===== src/rtl/golomb_regular_mode_decoder.sv =====
// ---------------------------------------------------------------------------
// golomb_regular_mode_decoder
//
// Bit-serial Golomb-Rice decoder for JPEG-LS regular mode. A codeword is
// consumed one bit per accepted beat (bit_valid & bit_ready) and the mapped
// error value MErrval is rebuilt for the context parameter k latched at start.
// Two codeword forms are recognised:
//   - under-limit : q zeros, '1', k remainder bits (MSB first)
//                   -> MErrval = (q << k) | remainder
//   - limited     : QMAX zeros, '1', qbpp bits holding MErrval-1
//                   -> MErrval = bits + 1, escape = 1
// A prefix of more than QMAX zeros is malformed: error pulses, no result.
//
// Ports
//   clk            rising-edge clock
//   reset_n        asynchronous active-low reset
//   start          begin a codeword (only looked at while idle)
//   k              Golomb parameter, captured when start is accepted
//   bit_in         next codeword bit in stream order
//   bit_valid      bit_in carries a bit
//   bit_ready      decoder takes a bit this cycle
//   merrval        decoded value
//   merrval_valid  merrval / escape / bits_consumed are valid
//   merrval_ready  downstream takes the result
//   escape         codeword was the limited form
//   bits_consumed  codeword length in bits (saturating)
//   error          one-cycle pulse after a malformed unary prefix
//   busy           decoder is not idle
// ---------------------------------------------------------------------------
module golomb_regular_mode_decoder #(
  parameter int k_length                  = 4,
  parameter int mapped_error_value_length = 9,
  parameter int encodedlength_width       = 6,
  parameter int LIMIT                     = 32,
  parameter int qbpp                      = 8
) (
  input  logic                                 clk,
  input  logic                                 reset_n,
  input  logic                                 start,
  input  logic [k_length-1:0]                  k,
  input  logic                                 bit_in,
  input  logic                                 bit_valid,
  output logic                                 bit_ready,
  output logic [mapped_error_value_length-1:0] merrval,
  output logic                                 merrval_valid,
  input  logic                                 merrval_ready,
  output logic                                 escape,
  output logic [encodedlength_width-1:0]       bits_consumed,
  output logic                                 error,
  output logic                                 busy
);

  localparam int QMAX = LIMIT - qbpp - 1;
  localparam int KMAX = (1 << k_length) - 1;
  localparam int RW   = (KMAX > qbpp) ? KMAX : qbpp;
  localparam int QW   = $clog2(QMAX + 1);
  localparam int CW   = $clog2(RW + 1);
  localparam int MW   = mapped_error_value_length;
  localparam int LW   = encodedlength_width;
  // Wide enough to hold q shifted by the largest k without losing bits
  // before the final truncation to MW.
  localparam int WW   = QW + KMAX + RW;

  localparam logic [LW-1:0] LEN_MAX = '1;

  typedef enum logic [1:0] {
    ST_IDLE,
    ST_UNARY,
    ST_REM,
    ST_OUT
  } state_t;

  state_t          state_q,   state_d;
  logic [k_length-1:0] k_q,   k_d;
  logic [QW-1:0]   q_q,       q_d;
  logic [RW-1:0]   r_q,       r_d;
  logic [CW-1:0]   rem_cnt_q, rem_cnt_d;
  logic            esc_q,     esc_d;
  logic [LW-1:0]   len_q,     len_d;
  logic [MW-1:0]   merrval_q, merrval_d;
  logic            error_q,   error_d;

  logic            beat;
  logic [LW-1:0]   len_inc;
  logic [RW-1:0]   r_shift;

  assign bit_ready     = (state_q == ST_UNARY) || (state_q == ST_REM);
  assign merrval_valid = (state_q == ST_OUT);
  assign busy          = (state_q != ST_IDLE);
  assign merrval       = merrval_q;
  assign escape        = esc_q;
  assign bits_consumed = len_q;
  assign error         = error_q;

  assign beat    = bit_valid & bit_ready;
  assign len_inc = (len_q == LEN_MAX) ? len_q : len_q + LW'(1);
  // Remainder register with the incoming bit appended; the oldest bit falls
  // off the top, which never matters because at most RW bits are collected.
  assign r_shift = RW'({r_q, bit_in});

  // Next-state logic for the whole decoder. Registers hold unless a start
  // is accepted in IDLE or a beat lands in UNARY/REM; error defaults low so
  // it only ever lasts one cycle.
  always_comb begin
    state_d   = state_q;
    k_d       = k_q;
    q_d       = q_q;
    r_d       = r_q;
    rem_cnt_d = rem_cnt_q;
    esc_d     = esc_q;
    len_d     = len_q;
    merrval_d = merrval_q;
    error_d   = 1'b0;

    case (state_q)
      ST_IDLE: begin
        if (start) begin
          k_d       = k;
          q_d       = '0;
          r_d       = '0;
          rem_cnt_d = '0;
          esc_d     = 1'b0;
          len_d     = '0;
          state_d   = ST_UNARY;
        end
      end

      ST_UNARY: begin
        if (beat) begin
          len_d = len_inc;
          if (!bit_in) begin
            if (q_q == QW'(QMAX)) begin
              // One zero too many: drop the codeword without a result.
              error_d = 1'b1;
              state_d = ST_IDLE;
            end else begin
              q_d = q_q + QW'(1);
            end
          end else if (q_q == QW'(QMAX)) begin
            esc_d     = 1'b1;
            rem_cnt_d = CW'(qbpp);
            state_d   = ST_REM;
          end else if (k_q == '0) begin
            merrval_d = MW'(q_q);
            state_d   = ST_OUT;
          end else begin
            rem_cnt_d = CW'(k_q);
            state_d   = ST_REM;
          end
        end
      end

      ST_REM: begin
        if (beat) begin
          r_d       = r_shift;
          rem_cnt_d = rem_cnt_q - CW'(1);
          len_d     = len_inc;
          if (rem_cnt_q == CW'(1)) begin
            state_d = ST_OUT;
            if (esc_q) begin
              merrval_d = MW'(r_shift) + MW'(1);
            end else begin
              merrval_d = MW'((WW'(q_q) << k_q) | WW'(r_shift));
            end
          end
        end
      end

      ST_OUT: begin
        if (merrval_ready) begin
          state_d = ST_IDLE;
        end
      end

      default: state_d = ST_IDLE;
    endcase
  end

  // State and datapath registers; reset discards any partial codeword and
  // clears every visible output.
  always_ff @(posedge clk or negedge reset_n) begin
    if (!reset_n) begin
      state_q   <= ST_IDLE;
      k_q       <= '0;
      q_q       <= '0;
      r_q       <= '0;
      rem_cnt_q <= '0;
      esc_q     <= 1'b0;
      len_q     <= '0;
      merrval_q <= '0;
      error_q   <= 1'b0;
    end else begin
      state_q   <= state_d;
      k_q       <= k_d;
      q_q       <= q_d;
      r_q       <= r_d;
      rem_cnt_q <= rem_cnt_d;
      esc_q     <= esc_d;
      len_q     <= len_d;
      merrval_q <= merrval_d;
      error_q   <= error_d;
    end
  end

endmodule


===== config.mk =====
export PLATFORM = sky130hd
export DESIGN_NAME = golomb_regular_mode_decoder
export DESIGN_NICKNAME = d
export VERILOG_FILES = /design/src/rtl/golomb_regular_mode_decoder.sv
export SDC_FILE = /design/constraint.sdc
export NUM_CORES = 1
export LEC_CHECK = 0
export ABC_AREA = 1
export ABC_CLOCK_PERIOD_IN_PS = 2200
export BUFFER_PORTS_ARGS = -buffer_cell sky130_fd_sc_hd__buf_2
export CAP_MARGIN = 20
export CORE_ASPECT_RATIO = 0.9
export CORE_MARGIN = 2
export CORE_UTILIZATION = 59
export CTS_BUF_LIST = sky130_fd_sc_hd__clkbuf_4 sky130_fd_sc_hd__clkbuf_8
export DETAILED_ROUTE_END_ITERATION = 16
export HOLD_SLACK_MARGIN = 0.03
export PLACE_DENSITY = 0.79
export SETUP_SLACK_MARGIN = 0.05
export SKIP_LAST_GASP = 1
export SLEW_MARGIN = 20
export SYNTH_ARGS = -nofsm -noshare
export SYNTH_HDL_FRONTEND = slang
export SYNTH_SLANG_ARGS = --single-unit

===== constraint.sdc =====
create_clock -name clk -period 2.2 [get_ports clk]
set_clock_uncertainty 0.05 [all_clocks]
set_input_delay 0 -clock clk [delete_from_list [all_inputs] [get_ports clk]]
set_output_delay 0 -clock clk [all_outputs]
set_load 0.02 [all_outputs]

==> metrics.cfg, run 1 <==
[outcome]
status=complete, no violations

[worst_setup_path]
cp_num_buf_inv=2
worst_ep_required_time_ps=2340
crit_family=simple AND/OR/NAND/NOR gates
cp.arrival_ps=2140
worstSetupEndpointType=flop
start_kind=flop
crit_slowest_cell=ha_1
cpMostUsedCell=nand2_1
cp_slowest_stage_delay_ps=480
path_class=reg2reg
worst-path-max-fanout=14
path_cells=inv_1 > ha_1 > nand3_1 > nand2_1 > nor2_2 > nand2_2 > inv_1 > nand2_1 > nand2_1

[pwr]
p_leak_nw=1.64
peakVddDrop_mv=0.961
power_density_nw_per_um2=1240

[timing]
fin_ws_ps=199
finalHoldViolations=0
holdWs_ps=44.9
final_max_slew_viol_count=0
tns_ps=0
fin_crit_sh_pct=90.9
fin_crit_ps=2000
worst_pin_slew_ps=875
max_freq_mhz=500
setup_violations=0
max_slew_margin_pct=41.7
rsz0062_at_grt=false

[yosys]
synthesis.area_sq_um=2660
synth_top_family_by_area=simple AND/OR/NAND/NOR gates
synthMuxAreaShare_pct=0
synth_seq_area_share_pct=37.7
synth_simple_gate_area_share_pct=33.0
synth_commonest_cells=nand2_1, inv_1, dfrtp_1
synth.top_cell.area_share_pct=37.7
syn_inst=379
synth_area_leaders=dfrtp_1, nand2_1, nand3_1
netlist-cell-type-count=35
synth-compound-area-share_pct=13.1
synth_most_common_cell=nand2_1
synth_xor_area_share_pct=1.65
synthAdderAreaFrac_pct=5.18
yosysTopAreaCell=dfrtp_1
syn_nets=400
ys_warn_count=0
async_reset_ff_share_pct=100
synth-edff-count=0
synth_seq_cells=40
avgSynthCellArea_sq_um=7.01
synthFlopType=dfrtp_1

[cts]
clock-root-buffer=clkbuf_8
path_clk_slew_ps=80
cts_max_level=2
cts_tree=built
post_cts_buffers=0
clock_latency_ps=300
numCtsBuffers=5
cts_max_path_buffers=2
cts_sinks=40

[worst_hold_path]
holdCritPathClass=in2reg

[place]
dpl.hpwl_um=4490
pre_cts_ws_ps=206
portBuffers=29
gp_congestion=0.921

[global_routing]
grt_pass1_wl_um=10400
grt_pass1_vias=2275
grt_use_total_pct=27.4
grt_max_degree=41
gr-total-overflow=0
antenna_found_initial=0

[detailed_routing]
drt_iter0_drc=260
routed_via_density=5.33
first_pass_iters=5
ant_nets=0
drt_wl_total_um=6220
drc=0
wl_per_cell_um=13.0
num_vias=2550

[final_layout]
area_growth_pct=13.5
drive_gt1_share_pct=15.6
nets=436
fillers=397
diodes=0

[die]
design.core.area_sq_um=4400
die_area_sq_um=5050
pin_count=30
row_count=23
die_x_um=74.7
die_y_um=67.6
initial_core_util_pct=60.3

[job]
maxCapViolations=0

[worst paths after layout]
check                           start               end  slack, ps  cells past startpoint
min                             start            escape         40                      4
max reg2reg                      flop        merrval[3]        200                      9
max                              flop        merrval[3]        200                      9
min in group asynchronous     reset_n            k_q[2]        300                      2
min reg2reg                merrval[7]        merrval[7]        420                      2
max in group asynchronous     reset_n  bits_consumed[2]       1240                      2
[cells by family after synthesis]
group | count (synthesis)
AND/OR/NAND/NOR | 201
flip-flops | 40
XOR/XNOR | 5
AO/OA/AOI/OAI | 63
adder cells (fa/ha/maj) | 11
buffers and inverters | 59
[final cells by class]
| cell class | count | area, sq um | share of cell area, % |
|---|---|---|---|
| timing repair buffer | 38 | 230 | 7.64 |
| clock buffer | 6 | 76.3 | 2.53 |
| inverter | 50 | 188 | 6.23 |
| tap | 62 | 77.6 | 2.57 |
| clock inverter | 2 | 35.0 | 1.16 |
| sequential | 40 | 1000 | 33.2 |
| multi-input combinational | 280 | 1410 | 46.7 |
[report_power, final]
part / leakage (nW) / switching [W] / total (W) / internal, W
Sequential: 0.541 / 0.000238 / 0.00115 / 0.000912
Clock: 0.0586 / 0.000267 / 0.000616 / 0.000349
Combinational: 1.05 / 0.00133 / 0.00197 / 0.000633
Total: 1.64 / 0.00184 / 0.00373 / 0.00189
[flip-flops by register name, indices dropped and copies added, names as in the netlist, named ones only]
name           flops
bits_consumed      6
error              1
escape             1
k_q                4
merrval            9
q_q                5
r_q                8
rem_cnt_q          4
state_q            1
[routing by layer]
metal	up-vias	track usage, %	wire, um
met2	120	41.7	2760
met5	-	0	0
li1	1287	-	-
met4	0	12.7	172
met1	1125	37.7	2810
met3	18	5.22	473
[stage by stage]
| stage | instance area [sq um] | util (%) | instances | power, W |
|---|---|---|---|---|
| after floorplan | 2660 | - | 379 | 0.00265 |
| after global placement | 2830 | 64.3 | 463 | 0.00302 |
| after detailed placement | 2830 | 64.3 | 463 | 0.00307 |
| after CTS | 3010 | 68.4 | 478 | 0.00371 |
| after global routing | 3010 | 68.5 | 478 | 0.00405 |
| final | 3010 | 68.5 | 478 | 0.00373 |
[timing repair]
| item | CTS | global route |
|---|---|---|
| hold buffers | 7 | 0 |
| setup endpoints to repair | 0 | 8 |
| gates resized for setup | 0 | 1 |
| endpoints found under the hold margin | 47 | 0 |
[placed cells by master, fill, tap and decap left out, types with 4 or more instances in the layout]
cell           count
a21oi_1           12
buf_2             29
clkbuf_8           5
dfrtp_1           40
dlygate4sd3_1      7
ha_1              11
inv_1             42
inv_2              7
nand2_1          115
nand2_2            5
nand3_1           36
nand4_1            7
nor2_1            25
nor2_2             5
o21ai_0           34
o21ai_1            4
xor2_1             5
[worst reg2reg max path: cells and delay by family (launching register included)]
kind | cells | cell delay, ps
DFF | 1 | 430
and+or+nand+nor | 6 | 690
adders and majority gates | 1 | 480
buffers and inverters | 2 | 250
Note: power is estimated with default switching activity, not from simulation.
==> run 2: changes to the inputs <==
--- a/config.mk
+++ b/config.mk
@@ -16,6 +16,7 @@
 export DETAILED_ROUTE_END_ITERATION = 16
 export HOLD_SLACK_MARGIN = 0.03
 export PLACE_DENSITY = 0.79
+export RECOVER_POWER = 100
 export SETUP_SLACK_MARGIN = 0.05
 export SKIP_LAST_GASP = 1
 export SLEW_MARGIN = 20
==> metrics.cfg, run 2 (synthesis gave the netlist of run 1 again) <==
[outcome]
status=complete, no violations

[worst_setup_path]
crit_family=simple AND/OR/NAND/NOR gates
cp_slowest_stage_delay_ps=460  ; -20 ps
worstSetupEndpointType=flop
path_class=reg2reg
worst_ep_required_time_ps=2390  ; +50 ps
cpMostUsedCell=nand2_1
worst-path-max-fanout=14  ; unchanged
path_cells=inv_1 > ha_1 > nand4_1 > o21ai_1 > nand2_2 > a21oi_1 > nand2_1 > nand2_1
crit_slowest_cell=ha_1
cp_num_buf_inv=1  ; -1
cp.arrival_ps=2200  ; +60 ps
start_kind=flop

[place]
gp_congestion=0.921  ; unchanged
dpl.hpwl_um=4490  ; unchanged
place_area_sq_um=2830  ; unchanged
portBuffers=29  ; unchanged

[global_routing]
use_met1_pct=37.7  ; unchanged
gr-usage-met3_pct=5.22  ; unchanged
antenna_found_initial=0  ; unchanged
grt_use_total_pct=27.4  ; unchanged
gr-total-overflow=0  ; unchanged
grt_pass1_wl_um=10400  ; unchanged
busiest_layer=met2
grt_pass1_vias=2275  ; unchanged
globalRouteMet2Util_pct=41.7  ; unchanged
grt_max_degree=41  ; unchanged

[cts]
cts_sinks=40  ; unchanged
cts_max_path_buffers=2  ; unchanged
cts_max_level=2  ; unchanged
path_clk_slew_ps=80  ; about the same
numCtsBuffers=5  ; unchanged
clock_latency_ps=310  ; about the same
clock-root-buffer=clkbuf_8
cts_tree=built

[final_layout]
final_area_sq_um=2960  ; -2.0%
layout_common_cells=nand2_1, inv_1, dfrtp_1
nets=436  ; unchanged
largest_reg_flops=9  ; unchanged
diodes=0  ; unchanged
area_growth_pct=11.3
drive_gt1_share_pct=8.65  ; -7.0 points
final_common_cell=nand2_1

[timing]
finalHoldViolations=0  ; unchanged
final_max_slew_viol_count=0  ; unchanged
worst_pin_slew_ps=971  ; +96.2 ps
setup_violations=0  ; unchanged
rsz0062_at_grt=false
tns_ps=0  ; unchanged
max_freq_mhz=499  ; -0.22%
max_slew_margin_pct=35.2  ; -6.4 points
holdWs_ps=52.9  ; +7.97 ps
fin_crit_ps=2010  ; +4.33 ps
fin_crit_sh_pct=91.1  ; +0.20 points

[die]
row_count=23  ; unchanged
die_y_um=67.6  ; unchanged
die_x_um=74.7  ; unchanged
design.core.area_sq_um=4400  ; unchanged
initial_core_util_pct=60.3  ; unchanged
die_area_sq_um=5050  ; unchanged
pin_count=30  ; unchanged

[pwr]
peakVddDrop_mv=0.883  ; -8.1%
power_w=0.00365  ; -2.3%
p_leak_nw=1.55  ; -5.7%
power_density_nw_per_um2=1230  ; -0.34%

[detailed_routing]
ant_nets=0  ; unchanged
num_vias=2539  ; -0.43%
drt_wl_total_um=6190  ; -0.40%
wl_per_cell_um=13.0  ; -0.40%
drc=0  ; unchanged
routed_via_density=5.31  ; -0.43%
drt_iter0_drc=262  ; +0.77%
first_pass_iters=5  ; unchanged

[worst_hold_path]
holdCritPathClass=in2reg

[job]
maxCapViolations=0  ; unchanged

-- run 2: cell types whose count changed in the layout (fill, tap and decap cells not counted), moves of 2 or more --
cell	delta
clkbuf_1	+20
nand2_1	+2
buf_2	-20
o21ai_2	-2
-- run 2: layout make-up --
cell class / count / area [sq um]
inverters: 50 / 188
flip-flops and latches: 40 / 1000
repair buffers: 38 / 203
clock buffers: 6 / 76.3
fillers: 417 / 1450
multi-input cells: 280 / 1380
clock inverters: 2 / 35.0
well taps: 62 / 77.6
-- run 2: timing repair --
action                                 4_1_cts  5_1_grt
setup endpoints to repair                    0        8
hold buffers                                 7        0
gates resized for setup                      0        1
endpoints found under the hold margin       47        0
setup buffers                                0        0
-- run 2: worst paths after layout --
path / start / endpoint / slack, ps / depth (start not counted)
worst max register to register: flop / merrval[4] / 190 / 8
min in group asynchronous: reset_n / k_q[2] / 320 / 2
worst min register to register: merrval[8] / merrval[8] / 430 / 2
max in group asynchronous: reset_n / merrval[7] / 1170 / 2
worst max-delay path: flop / merrval[4] / 190 / 8
worst min-delay path: start / escape / 50 / 4
-- run 2: tightest hold or removal path, stage by stage --
cell and delay (ps):
buf_2 110, nand2_1 110, o21ai_0 90, o41ai_1 60
-- run 2: metrics by stage --
stage / worst slack, ps / std cells / utilization (%)
global route: 38.6 / 478 / 67.1
detailed placement: 206 / 463 / 64.3
finish: 195 / 478 / 67.1
global placement: 289 / 463 / 64.3
CTS: 182 / 478 / 68.4
floorplan: 319 / 379 / -
-- run 2: report_power, final --
| group | total [W] | leakage, nW | internal (W) | switching, W |
|---|---|---|---|---|
| clock network | 0.000621 | 0.0586 | 0.000349 | 0.000272 |
| registers | 0.00116 | 0.541 | 0.000912 | 0.000243 |
| logic | 0.00187 | 0.951 | 0.000568 | 0.00130 |
| total | 0.00365 | 1.55 | 0.00183 | 0.00182 |
-- run 2: metal layers --
metal | wire [um] | part of all wire [%] | vias to the layer above
met2 | 2720 | 44 | 106
met4 | 207 | 3.3 | 0
met5 | 0 | 0 | -
met3 | 437 | 7.1 | 21
met1 | 2830 | 46 | 1120
li1 | - | - | 1292
